File: src/rtl/mem_stage_pkg.sv
// Shared types and encodings for the memory pipeline stage and its load extender.
package mem_stage_pkg;

  localparam int unsigned XLEN   = 32;
  localparam int unsigned STRB_W = 4;
  localparam int unsigned T_W    = 4;
  localparam int unsigned REG_W  = 5;

  typedef enum logic [2:0] {
    LT_LB  = 3'd0,
    LT_LBU = 3'd1,
    LT_LH  = 3'd2,
    LT_LHU = 3'd3,
    LT_LW  = 3'd4
  } load_type_e;

  typedef enum logic [1:0] {
    ST_IDLE  = 2'd0,
    ST_WAIT  = 2'd1,
    ST_DRAIN = 2'd2
  } state_e;

  localparam logic [1:0] SIZE_BYTE = 2'd0;
  localparam logic [1:0] SIZE_HALF = 2'd1;
  localparam logic [1:0] SIZE_WORD = 2'd2;

  typedef struct packed {
    logic [XLEN-1:0]  pc;
    logic [T_W-1:0]   t;
    logic             wre;
    logic [REG_W-1:0] reg_id;
    logic [XLEN-1:0]  data;
  } m_regs_t;

endpackage

File: src/rtl/mem_stage_load_ext.sv
// Selects the addressed byte/half of a load response and sign- or zero-extends it.
module mem_stage_load_ext
  import mem_stage_pkg::*;
(
  input  logic [XLEN-1:0] rdata,
  input  logic [1:0]      offset,
  input  logic [2:0]      load_type,
  output logic [XLEN-1:0] data_c
);

  logic [7:0]  byte_sel;
  logic [15:0] half_sel;

  always_comb begin
    byte_sel = 8'(rdata >> {offset, 3'b000});
    half_sel = offset[1] ? rdata[31:16] : rdata[15:0];
    case (load_type)
      LT_LB:   data_c = {{24{byte_sel[7]}}, byte_sel};
      LT_LBU:  data_c = {24'b0, byte_sel};
      LT_LH:   data_c = {{16{half_sel[15]}}, half_sel};
      LT_LHU:  data_c = {16'b0, half_sel};
      default: data_c = rdata;
    endcase
  end

endmodule

File: src/rtl/mem_stage.sv
// Memory pipeline stage: issues one SRAM-like transaction per load/store, stalls E
// until the response, and drains responses orphaned by an exception flush.
module mem_stage
  import mem_stage_pkg::*;
(
  input  logic              Clk,
  input  logic              Clr,
  input  logic              exp_flush,
  input  logic [XLEN-1:0]   E_PC,
  input  logic              E_MemRead,
  input  logic [STRB_W-1:0] E_MemWriteEnable,
  input  logic [XLEN-1:0]   E_calLSaddr,
  input  logic [XLEN-1:0]   E_WriteMemData,
  input  logic [2:0]        E_LoadType,
  input  logic              E_data_alignment_err,
  input  logic [T_W-1:0]    E_T,
  input  logic              E_WriteRegEnable,
  input  logic [REG_W-1:0]  E_RegId,
  input  logic [XLEN-1:0]   E_Data,
  output logic              data_sram_req,
  output logic              data_sram_wr,
  output logic [1:0]        data_sram_size,
  output logic [XLEN-1:0]   data_sram_addr,
  output logic [XLEN-1:0]   data_sram_wdata,
  output logic [STRB_W-1:0] data_sram_wstrb,
  input  logic              data_sram_addr_ok,
  input  logic              data_sram_data_ok,
  input  logic [XLEN-1:0]   data_sram_rdata,
  output logic              dm_stall,
  output logic [XLEN-1:0]   M_PC,
  output logic [T_W-1:0]    M_T,
  output logic              M_WriteRegEnable,
  output logic [REG_W-1:0]  M_RegId,
  output logic [XLEN-1:0]   M_Data
);

  state_e          state;
  state_e          state_next;
  logic            is_store_c;
  logic            memop_c;
  logic            wait_done_c;
  logic [XLEN-1:0] ext_data;
  m_regs_t         m_q;
  m_regs_t         m_next;

  mem_stage_load_ext load_ext (
    .rdata     (data_sram_rdata),
    .offset    (E_calLSaddr[1:0]),
    .load_type (E_LoadType),
    .data_c    (ext_data)
  );

  // State register
  always_ff @(posedge Clk or negedge Clr) begin
    if (!Clr) state <= ST_IDLE;
    else      state <= state_next;
  end

  // Next-state logic
  always_comb begin
    state_next = state;
    case (state)
      ST_IDLE:  if (data_sram_req && data_sram_addr_ok) state_next = ST_WAIT;
      ST_WAIT:  if (data_sram_data_ok) state_next = ST_IDLE;
                else if (exp_flush)    state_next = ST_DRAIN;
      ST_DRAIN: if (data_sram_data_ok) state_next = ST_IDLE;
      default:  state_next = ST_IDLE;
    endcase
  end

  // Request and stall outputs; held low while reset is asserted
  always_comb begin
    is_store_c      = |E_MemWriteEnable;
    memop_c         = (E_MemRead | is_store_c) & ~E_data_alignment_err & ~exp_flush;
    wait_done_c     = (state == ST_WAIT) & data_sram_data_ok;
    data_sram_req   = Clr & memop_c & (state == ST_IDLE);
    data_sram_wr    = Clr & is_store_c;
    data_sram_wstrb = Clr ? E_MemWriteEnable : '0;
    data_sram_addr  = E_calLSaddr;
    dm_stall        = Clr & memop_c & ~wait_done_c;
    data_sram_size  = SIZE_WORD;
    if (is_store_c) begin
      case (E_MemWriteEnable)
        4'b1111:          data_sram_size = SIZE_WORD;
        4'b0011, 4'b1100: data_sram_size = SIZE_HALF;
        default:          data_sram_size = SIZE_BYTE;
      endcase
    end else begin
      case (E_LoadType)
        LT_LB, LT_LBU: data_sram_size = SIZE_BYTE;
        LT_LH, LT_LHU: data_sram_size = SIZE_HALF;
        default:       data_sram_size = SIZE_WORD;
      endcase
    end
    case (data_sram_size)
      SIZE_BYTE: data_sram_wdata = {4{E_WriteMemData[7:0]}};
      SIZE_HALF: data_sram_wdata = {2{E_WriteMemData[15:0]}};
      default:   data_sram_wdata = E_WriteMemData;
    endcase
  end

  // A load only retires when its response arrives in WAIT, so ext_data is valid then
  always_comb begin
    m_next.pc     = E_PC;
    m_next.t      = (E_T == '0) ? '0 : E_T - T_W'(1);
    m_next.wre    = E_WriteRegEnable;
    m_next.reg_id = E_RegId;
    m_next.data   = (E_MemRead & ~E_data_alignment_err) ? ext_data : E_Data;
  end

  always_ff @(posedge Clk or negedge Clr) begin
    if (!Clr)          m_q <= '0;
    else if (exp_flush) m_q <= '0;
    else if (!dm_stall) m_q <= m_next;
  end

  assign M_PC             = m_q.pc;
  assign M_T              = m_q.t;
  assign M_WriteRegEnable = m_q.wre;
  assign M_RegId          = m_q.reg_id;
  assign M_Data           = m_q.data;

endmodule
File: config.mk
export PLATFORM = sky130hd
export DESIGN_NAME = mem_stage
export DESIGN_NICKNAME = d
export VERILOG_FILES = /design/src/rtl/mem_stage_pkg.sv /design/src/rtl/mem_stage_load_ext.sv /design/src/rtl/mem_stage.sv
export SDC_FILE = /design/constraint.sdc
export NUM_CORES = 1
export LEC_CHECK = 0
export CAP_MARGIN = 15
export CORE_AREA = 3 3 127 129
export DETAILED_ROUTE_END_ITERATION = 10
export DIE_AREA = 0 0 130 132
export PLACE_DENSITY_LB_ADDON = 0.15
export SYNTH_ARGS = -nofsm -noshare
export SYNTH_HDL_FRONTEND = slang
export SYNTH_SLANG_ARGS = --single-unit
File: constraint.sdc
create_clock -name Clk -period 2.36 [get_ports Clk]
set_clock_uncertainty 0.15 [all_clocks]
set_input_delay 0.354 -clock Clk [delete_from_list [all_inputs] [get_ports Clk]]
set_output_delay 0.354 -clock Clk [all_outputs]
set_load 0.005 [all_outputs]
Word-level counts from Yosys, hierarchy flattened --
Index checks and enable logic that the tools add are counted.
Word-level totals: RAM bits 0, output and inout bits 147, flip-flop bits (word level) 76, bits in read-only memories 0, latch bits 0, memories 0, word-level logic and storage cells 59
Cells by class: bitwise logic cells 12, multipliers 0, $lt $le $gt $ge 0, $add $sub $neg 1, eq/ne operators 13, shifts and indexed selects 1, divide/modulo/power cells 0, mux-type cells 16, reduce and logical (&&, ||, !) cells 10
Operators by type and width (count):
- 2-to-1 mux 74 bit | 2
- one-hot mux 32 bit (4 select lines) | 1
- one-hot mux 32 bit (2 select lines) | 1
- 2-to-1 mux 32 bit | 1
- right shift 32 x 5 -> 8 bit | 1
- 2-to-1 mux 16 bit | 1
- 2-to-1 mux 2 bit | 5
- bitwise AND 1 bit | 8
- equality test 4 bit (second input constant) | 2
- 2-to-1 mux 4 bit | 2
- one-hot mux 2 bit (2 select lines) | 2
- equality test 3 x 2 -> 1 bit (second input constant) | 2
- inequality test 2 bit (second input constant) | 3
- one-hot mux 2 bit (3 select lines) | 1
- OR reduction 2 bit | 3
- equality test 2 x 1 -> 1 bit (second input constant) | 2
- equality test 4 x 2 -> 1 bit (second input constant) | 1
- zero test 2 bit | 2
- zero test 4 bit | 1
- OR reduction 4 bit | 1
- subtractor 4 x 1 -> 4 bit (second input constant) | 1
- equality test 3 x 1 -> 1 bit (second input constant) | 1
- zero test 3 bit | 1
- inequality test 3 bit (second input constant) | 1
- other kinds (5) | 7

Logic depth before layout (Yosys ltp) --
Gate-level depths: netlist (run 1).
depth after elaboration 9, depth in mapped cells 7

Cells and area by module --
From an unflattened synthesis (run 1), not the netlist that was laid out.
Unflattened totals: cell total of the unflattened synthesis 554, area, all modules 5062.4 um2
By module, submodules not included:
- mem_stage | area an instance 4354.2 um2, times used 1, cells an instance 437
- mem_stage_load_ext | area an instance 708.2 um2, times used 1, cells an instance 117

Worst setup path after synthesis (run 1) --
Ideal clock, no wire load.
path type input port to output port, from input port E_MemWriteEnable[3], to output port data_sram_wdata[24], setup slack 46 ps, stages 4, data arrival time 1810 ps, cells stage by stage or4b_2 a211oi_1 o21ai_0 nand3_1
Between the ends: cells in the longest elaborated chain, start to end 6, elaborated cells between the ends (all ways) 10, classes of those cells eq/ne: 4; mux: 3; reduce/logical: 3
RTL lines:
- start: declaration | line mem_stage.sv:11 | input logic [STRB_W-1:0] E_MemWriteEnable,
- equality test 4 x 2 -> 1 bit / equality test 4 bit (equally long branches) | line mem_stage.sv:83 | case (E_MemWriteEnable)
- OR reduction 2 bit | line mem_stage.sv:83
- one-hot mux 2 bit (2 select lines) | line mem_stage.sv:83
- 2-to-1 mux 2 bit (*) | line mem_stage.sv:82 | if (is_store_c) begin
- equality test 2 x 1 -> 1 bit / zero test 2 bit (equally long branches) | line mem_stage.sv:95 | case (data_sram_size)
- one-hot mux 32 bit (2 select lines) (*) | line mem_stage.sv:95
- end: declaration | line mem_stage.sv:24 | output logic [XLEN-1:0] data_sram_wdata,
Mark *: on every way between the ends. The rest lies on a longest branch, timed or not.

Worst setup path after layout (run 1) --
from input port E_MemWriteEnable[1], to output port data_sram_wdata[22]
Same word-level chain as after synthesis.

==> results of run 1 <==
cells by family (layout without fill, tap and decap cells):
kind of cell / count (synthesis) / count (layout) / share of synthesized area, %
compound gates: 127 / 127 / 17.8
flops: 76 / 76 / 38.4
xor+xnor: 2 / 2 / 0.354
buf+inv: 98 / 359 / 10.5
fa+ha+maj: 2 / 2 / 0.505
other cells: 0 / 1 / 0
mux: 27 / 27 / 6.01
simple gates: 260 / 261 / 26.4
cell usage in the layout (no fill, tap or decap), drive strengths merged, types with 2 or more instances in the layout:
cell type	n
a211oi	10
a21oi	13
a221oi	17
a22o	9
a22oi	17
and2	5
buf	79
clkbuf	14
clkdlybuf4s15	6
clkdlybuf4s50	234
clkinv	3
dfrtp	76
dlygate4sd2	3
ha	2
inv	17
mux2	12
mux2i	14
nand2	116
nand2b	4
nand3	11
nand3b	40
nor2	37
nor2b	11
nor3	4
nor3b	8
o211ai	2
o21a	6
o21ai	39
o221ai	7
o31ai	4
or3	17
or4	2
xnor2	2
layout make-up:
type / instances / share of cell area (%)
Inverter: 16 / 0.728
Tap cell: 188 / 2.79
Multi-Input combinational cell: 419 / 31.9
Antenna cell: 1 / 0.0297
Sequential cell: 76 / 22.6
Timing Repair Buffer: 327 / 38.3
Clock buffer: 10 / 2.84
Clock inverter: 6 / 0.817
state kept, by name, indices dropped and copies added (netlist names):
| signal | cells |
|---|---|
| M_WriteRegEnable | 1 |
| M_RegId | 5 |
| state | 2 |
| M_Data | 32 |
| M_T | 4 |
| M_PC | 32 |
worst max-delay path: stages:
cell and delay [ns]:
buf_8 0.10, or4_4 0.56, nor2_4 0.19, nor2_4 0.09, buf_12 0.16, mux2_4 0.29
buf_6 0.11
through the flow:
step / total power, mW / util (%) / worst slack (ns)
after floorplan: 1.88 / - / 0.0456
after global placement: 2.60 / 51.8 / -0.777
after detailed placement: 2.62 / 51.8 / -0.892
after CTS: 4.10 / 55.2 / -0.0793
after global routing: 4.26 / 55.6 / -0.0423
final: 4.07 / 55.6 / -0.00392
power by group through the flow:
stage / Sequential (mW) / Combinational [mW] / Clock, mW
2_1_floorplan: 1.48 / 0.401 / 0
3_3_place_gp: 1.48 / 1.12 / 0
3_5_place_dp: 1.48 / 1.13 / 0
4_1_cts: 1.46 / 1.15 / 1.49
5_1_grt: 1.47 / 1.25 / 1.54
6_report: 1.46 / 1.16 / 1.45
per-layer routing:
metal / part of all wire (%) / routed length, um / up-vias / global-route usage [%]
met4: 3.7 / 720 / 0 / 9.41
met2: 49 / 9680 / 253 / 37.8
met5: 0 / 0 / - / 0
met1: 40 / 7850 / 2502 / 27.0
met3: 6.9 / 1360 / 59 / 4.29
li1: - / - / 2559 / -
worst paths after layout:
check / end / slack [ns]
max: data_sram_wdata[22] / -0.004
min: M_Data[8] / 0.23
max reg2reg: M_Data[27] / 0.28
min reg2reg: M_RegId[4] / 0.32
max in group asynchronous: M_Data[20] / 1.25
min in group Clk: M_RegId[4] / 0.32
timing repair:
item / CTS / global route
gates cloned: 2 / 0
buffers inserted: 15 / 0
pin swaps: 9 / 33
hold buffers: 1 / 0
hold endpoints to repair: 8 / 0
setup endpoints to repair: 59 / 39
gates resized for setup: 133 / 39
==> insert_results.sql, run 1 <==
INSERT INTO impl_metrics (metric_group, metric, value, unit) VALUES
('status', 'run_status', 'finished, violations left', ''),
('status', 'violations_in_the_final_reports', 'setup timing', ''),
('route', 'route.antenna.remaining_nets', '0', ''),
('floorplanning', 'row_count', '45', ''),
('pwr', 'power.share.clock', '35.7', '%'),
('sta', 'finalSetupViolCount', '2', ''),
('clocking', 'cts-root-buf', 'clkbuf_16', ''),
('worst_setup_path', 'worst_setup_path_end_kind', 'primary output', ''),
('synth', 'yosys.area.top_type', 'dfrtp_1', ''),
('clocking', 'cts_clk_pin_slew_worst_paths', '0.06', 'ns'),
('pwr', 'p_seq_share', '35.9', '%'),
('route', 'route.detailed.wl_per_inst', '18.8', 'um'),
('sta', 'fin_crit', '2.36', 'ns'),
('sta', 'setup_total_negative_slack', '-0.00719', 'ns'),
('flow_run', 'maxCapViolations', '0', ''),
('layout', 'final_design_area_no_fill', '0.00842', 'mm2'),
('layout', 'num-nets-final', '1035', ''),
('clocking', 'cts_inserted_buffers', '9', ''),
('sta', 'fmaxAchievable', '423', 'MHz'),
('placed_design', 'placed_cells', '1010', ''),
('synth', 'ys_dominant_reg_cell', 'dfrtp_1', ''),
('floorplanning', 'io_pins', '331', ''),
('synth', 'yosysMostFrequentCell', 'nand2_1', ''),
('clocking', 'tritoncts_clock_tree', 'done', ''),
('grt', 'first_pass_grt_wire_length', '30100', 'um'),
('layout', 'areaGrowthSynthToFinish', '70.1', '%'),
('layout', 'drive_gt1_share', '16.5', '%'),
('synth', 'syn_area', '0.00495', 'mm2'),
('pwr', 'worst_ir_drop_on_vdd', '401', 'uV'),
('synth', 'postSynthCellCount', '592', ''),
('worst_setup_path', 'critical_path_required', '1.86', 'ns'),
('floorplanning', 'chipHeight', '132', 'um'),
('floorplanning', 'floorplan.die_area', '0.0172', 'mm2'),
('worst_setup_path', 'reg2reg_depth', '8', ''),
('layout', 'final-instance-count-excl-fill', '1043', ''),
('sta', 'timing.final.max_slew_violations', '0', ''),
('route', 'wl', '19600', 'um'),
('route', 'drc_errors', '0', ''),
('floorplanning', 'core_area', '0.0151', 'mm2'),
('synth', 'synth_largest_type_area_fraction', '38.4', '%'),
('clocking', 'clock_sink_count', '76', ''),
('worst_setup_path', 'worstSetupStartpointType', 'primary input', ''),
('synth', 'syn-mean-instance-area', '8.36', 'um2'),
('clocking', 'maximum_level_of_the_cts_h_tree', '3', ''),
('layout', 'multi_input_area', '0.00269', 'mm2'),
('pwr', 'netSwitchingFraction', '27.3', '%'),
('sta', 'setup_repair_after_global_routing_missed_its_margin', 'yes', ''),
('synth', 'synth_enable_flop_cells', '0', ''),
('placed_design', 'dpl_cell_area', '0.00784', 'mm2'),
('synth', 'ys_top_cells_by_area', 'dfrtp_1 38%, nand2_1 8.8%, buf_4 6.1%, nand3b_1 6.1%, o21ai_0 3.9%', ''),
('sta', 'post-route-worst-setup-slack', '-0.00392', 'ns'),
('placed_design', 'gp_congestion', '0.824', ''),
('sta', 'fin_hold_ws', '0.231', 'ns'),
('synth', 'syn-num-nets', '778', ''),
('sta', 'slew_headroom', '40.5', '%'),
('route', 'firstDrtPassIters', '4', ''),
('worst_setup_path', 'timing_worst_setup_path_type', 'primary input to primary output', ''),
('sta', 'report.final.hold_viol_count', '0', ''),
('sta', 'worst-slew-pin-transition', '0.893', 'ns'),
('grt', 'initial_antenna_violation_count', '1', ''),
('route', 'via_per_inst', '5.15', ''),
('synth', 'ys_top_cells_by_count', '116 x nand2_1, 76 x dfrtp_1, 41 x clkbuf_1, 40 x buf_4, 40 x nand3b_1', ''),
('floorplanning', 'die_width', '130', 'um'),
('grt', 'grt.total_usage', '22.2', '%'),
('clocking', 'clockBufferDepth', '2', ''),
('synth', 'yosysSeqAreaShare', '38.4', '%'),
('grt', 'overflow', '0', ''),
('grt', 'grt_pass1_vias', '5348', ''),
('worst_setup_path', 'worst_setup_path_startpoint', 'E_MemWriteEnable[1]', ''),
('placed_design', 'portBuffers', '270', ''),
('pwr', 'p_comb_share', '28.4', '%');
Note: power is estimated with default switching activity, not from simulation.
==> run 2, diff against run 1 <==
- CAP_MARGIN: 15 -> unset
- CORE_AREA: 3 3 127 129 -> 3 3 129 131
- DIE_AREA: 0 0 130 132 -> 0 0 132 134
- SYNTH_HIERARCHICAL: unset -> 1
==> insert_results.sql, run 2 <==
INSERT INTO impl_metrics (metric_group, metric, value, unit) VALUES
('clocking', 'clock_sink_count', '76', ''),
('grt', 'grt_pass1_vias', '5200', ''),
('synth', 'ys_top_cells_by_count', '119 x nand2_1, 76 x dfrtp_1, 48 x o21ai_0, 42 x buf_4, 41 x nand2b_1', ''),
('clocking', 'maximum_level_of_the_cts_h_tree', '3', ''),
('floorplanning', 'io_pins', '331', ''),
('synth', 'synth_largest_type_area_fraction', '37.6', '%'),
('layout', 'final_core_util', '54.3', '%'),
('grt', 'grt_max_degree', '75', ''),
('pwr', 'worst_ir_drop_on_vdd', '351', 'uV'),
('clocking', 'tritoncts_clock_tree', 'done', ''),
('clocking', 'cts_inserted_buffers', '9', ''),
('layout', 'antenna_diode_count', '0', ''),
('synth', 'ys_dominant_reg_cell', 'dfrtp_1', ''),
('status', 'violations_in_the_final_reports', 'setup timing', ''),
('layout', 'final_cell_mix', '233 x clkdlybuf4s50_1, 118 x nand2_1, 76 x dfrtp_1, 48 x o21ai_0, 40 x nand2b_1', ''),
('synth', 'synth_warnings', '6', ''),
('sta', 'report.final.hold_viol_count', '0', ''),
('synth', 'yosysMostFrequentCell', 'nand2_1', ''),
('synth', 'synth_enable_flop_cells', '0', ''),
('sta', 'fin_crit', '2.47', 'ns'),
('route', 'drc_errors', '0', ''),
('worst_setup_path', 'worstSetupStartpointType', 'primary input', ''),
('worst_setup_path', 'worst_stage_delay_on_the_critical_path', '0.50', 'ns'),
('worst_setup_path', 'critPathBufInv', '5', ''),
('flow_run', 'maxCapViolations', '0', ''),
('route', 'drt_first_iter_violations', '262', ''),
('route', 'wl', '18000', 'um'),
('sta', 'setup_total_negative_slack', '-0.838', 'ns'),
('placed_design', 'dp_slack', '-0.848', 'ns'),
('placed_design', 'gp_congestion', '0.797', ''),
('worst_setup_path', 'timing_worst_setup_path_type', 'primary input to primary output', ''),
('sta', 'setup_repair_after_global_routing_missed_its_margin', 'yes', ''),
('sta', 'post-route-worst-setup-slack', '-0.112', 'ns'),
('status', 'run_status', 'finished, violations left', ''),
('worst_setup_path', 'worst_setup_path_end_kind', 'primary output', ''),
('synth', 'yosys.area.top_type', 'dfrtp_1', ''),
('worst_setup_path', 'path_delay_family', 'buffers and inverters', ''),
('synth', 'syn-mean-instance-area', '9.14', 'um2'),
('pwr', 'leakagePower', '3.79', 'nW'),
('sta', 'timing.final.max_slew_violations', '0', ''),
('clocking', 'clockBufferDepth', '2', ''),
('pwr', 'cellPowerDensity', '475', 'mW/mm2'),
('grt', 'initial_antenna_violation_count', '0', ''),
('hold_path', 'hold_removal_path_class', 'primary input to async pin', ''),
('route', 'routed-via-count', '4873', ''),
('clocking', 'cts_clk_pin_slew_worst_paths', '0.06', 'ns'),
('worst_setup_path', 'critical_path_required', '1.86', 'ns'),
('floorplanning', 'row_count', '46', ''),
('pwr', 'power.total', '4.05', 'mW'),
('sta', 'slew_headroom', '34.6', '%'),
('placed_design', 'portBuffers', '270', ''),
('worst_setup_path', 'crit_slowest_cell', 'or4_4', ''),
('synth', 'synth_seq_cells', '76', ''),
('worst_setup_path', 'cp_cell_sequence', 'buf_6 -> buf_6 -> or4_4 -> o22ai_4 -> buf_12 -> buf_8 -> mux2_4 -> buf_6', ''),
('clocking', 'cts-root-buf', 'clkbuf_16', ''),
('floorplanning', 'core_area', '0.0157', 'mm2'),
('placed_design', 'dpl.hpwl', '13500', 'um'),
('route', 'route.antenna.remaining_nets', '0', ''),
('synth', 'syn_area', '0.00506', 'mm2'),
('synth', 'postSynthCellCount', '554', ''),
('grt', 'first_pass_grt_wire_length', '27900', 'um'),
('floorplanning', 'chipHeight', '134', 'um'),
('grt', 'grt.total_usage', '19.6', '%'),
('sta', 'fmaxAchievable', '405', 'MHz'),
('synth', 'ys_top_cells_by_area', 'dfrtp_1 38%, nand2_1 8.8%, mux2i_1 7.1%, o31ai_2 6.7%, buf_4 6.2%', ''),
('sta', 'min_period_over_period', '105', '%'),
('synth', 'syn-num-nets', '740', ''),
('grt', 'overflow', '0', ''),
('worst_setup_path', 'worstPathArrival', '1.97', 'ns'),
('route', 'route.detailed.wl_per_inst', '17.4', 'um'),
('sta', 'worst-slew-pin-transition', '0.981', 'ns'),
('layout', 'num-nets-final', '999', ''),
('route', 'firstDrtPassIters', '4', ''),
('synth', 'synthArstFlopShare', '100', '%'),
('route', 'via_per_inst', '4.71', ''),
('clocking', 'clk-insertion-delay-late', '0.33', 'ns'),
('worst_setup_path', 'crit_fanout', '6', ''),
('sta', 'finalSetupViolCount', '12', ''),
('placed_design', 'placed_cells', '992', ''),
('synth', 'post_synth_num_cell_types', '46', ''),
('layout', 'drive_gt1_share', '19.8', '%'),
('layout', 'mostFrequentLayoutCell', 'clkdlybuf4s50_1', ''),
('layout', 'final-instance-count-excl-fill', '1034', ''),
('floorplanning', 'die_width', '132', 'um'),
('floorplanning', 'initial_core_utilization', '32.2', '%'),
('worst_setup_path', 'worst_path_most_repeated_cell', 'buf_6', ''),
('floorplanning', 'floorplan.die_area', '0.0177', 'mm2'),
('synth', 'yosysSeqAreaShare', '37.6', '%'),
('layout', 'areaGrowthSynthToFinish', '68.6', '%');
-- run 2: per-layer routing --
metal	vias up	routed length (um)	global-route usage [%]
met1	2247	7490	23.8
met5	-	0	0
li1	2399	-	-
met3	49	1090	4.73
met4	0	587	8.28
met2	178	8830	33.3
-- run 2: area by class of cell --
type	instances	area (um2)
clock buffers	10	229
clock inverters	6	62.6
fillers	1455	7180
inverters	5	18.8
multi-input cells	395	2760
flip-flops and latches	76	1900
well taps	216	270
repair buffers	326	3290
-- run 2: worst paths after layout --
check                                         start                   to  slack (ns)  cells after the start
min in group Clk                         M_Data[20]           M_Data[20]        0.33                      2
max in group asynchronous                       Clr           M_Data[22]        0.59                      3
worst max register to register             state[0]              M_PC[8]        0.69                      4
worst max-delay path            E_MemWriteEnable[3]  data_sram_wdata[19]       -0.11                      8
worst min register to register           M_Data[20]           M_Data[20]        0.33                      2
worst min-delay path                            Clr             state[0]        0.31                      2
-- run 2: where the power goes --
part / total, mW / switching [mW] / internal [mW]
clock network: 1.37 / 0.549 / 0.819
logic: 1.23 / 0.484 / 0.747
registers: 1.45 / 0.0543 / 1.40
total: 4.05 / 1.09 / 2.96
-- run 2: timing repair --
action / CTS / global route
resized for setup: 145 / 23
hold buffers: 1 / 0
buffers inserted: 17 / 6
setup endpoints to repair: 34 / 24
pin swaps: 10 / 10
endpoints found under the hold margin: 2 / 0
gates cloned: 4 / 0
-- run 2: logic make-up after synthesis --
group,synth area share (%)
multiplexers,10.4
buffers and inverters,10.7
adder cells (fa/ha/maj),0.494
AO/OA/AOI/OAI,20.5
XOR/XNOR,0.692
AND/OR/NAND/NOR,19.7
flip-flops,37.6
-- run 2: stage by stage --
step                      hold slack, ns  area [um2]
after global placement            0.0282        7850
after CTS                          0.319        8480
after global routing               0.304        8540
after detailed placement          0.0299        7850
after floorplan                  -0.0916        5060
final                              0.314        8540
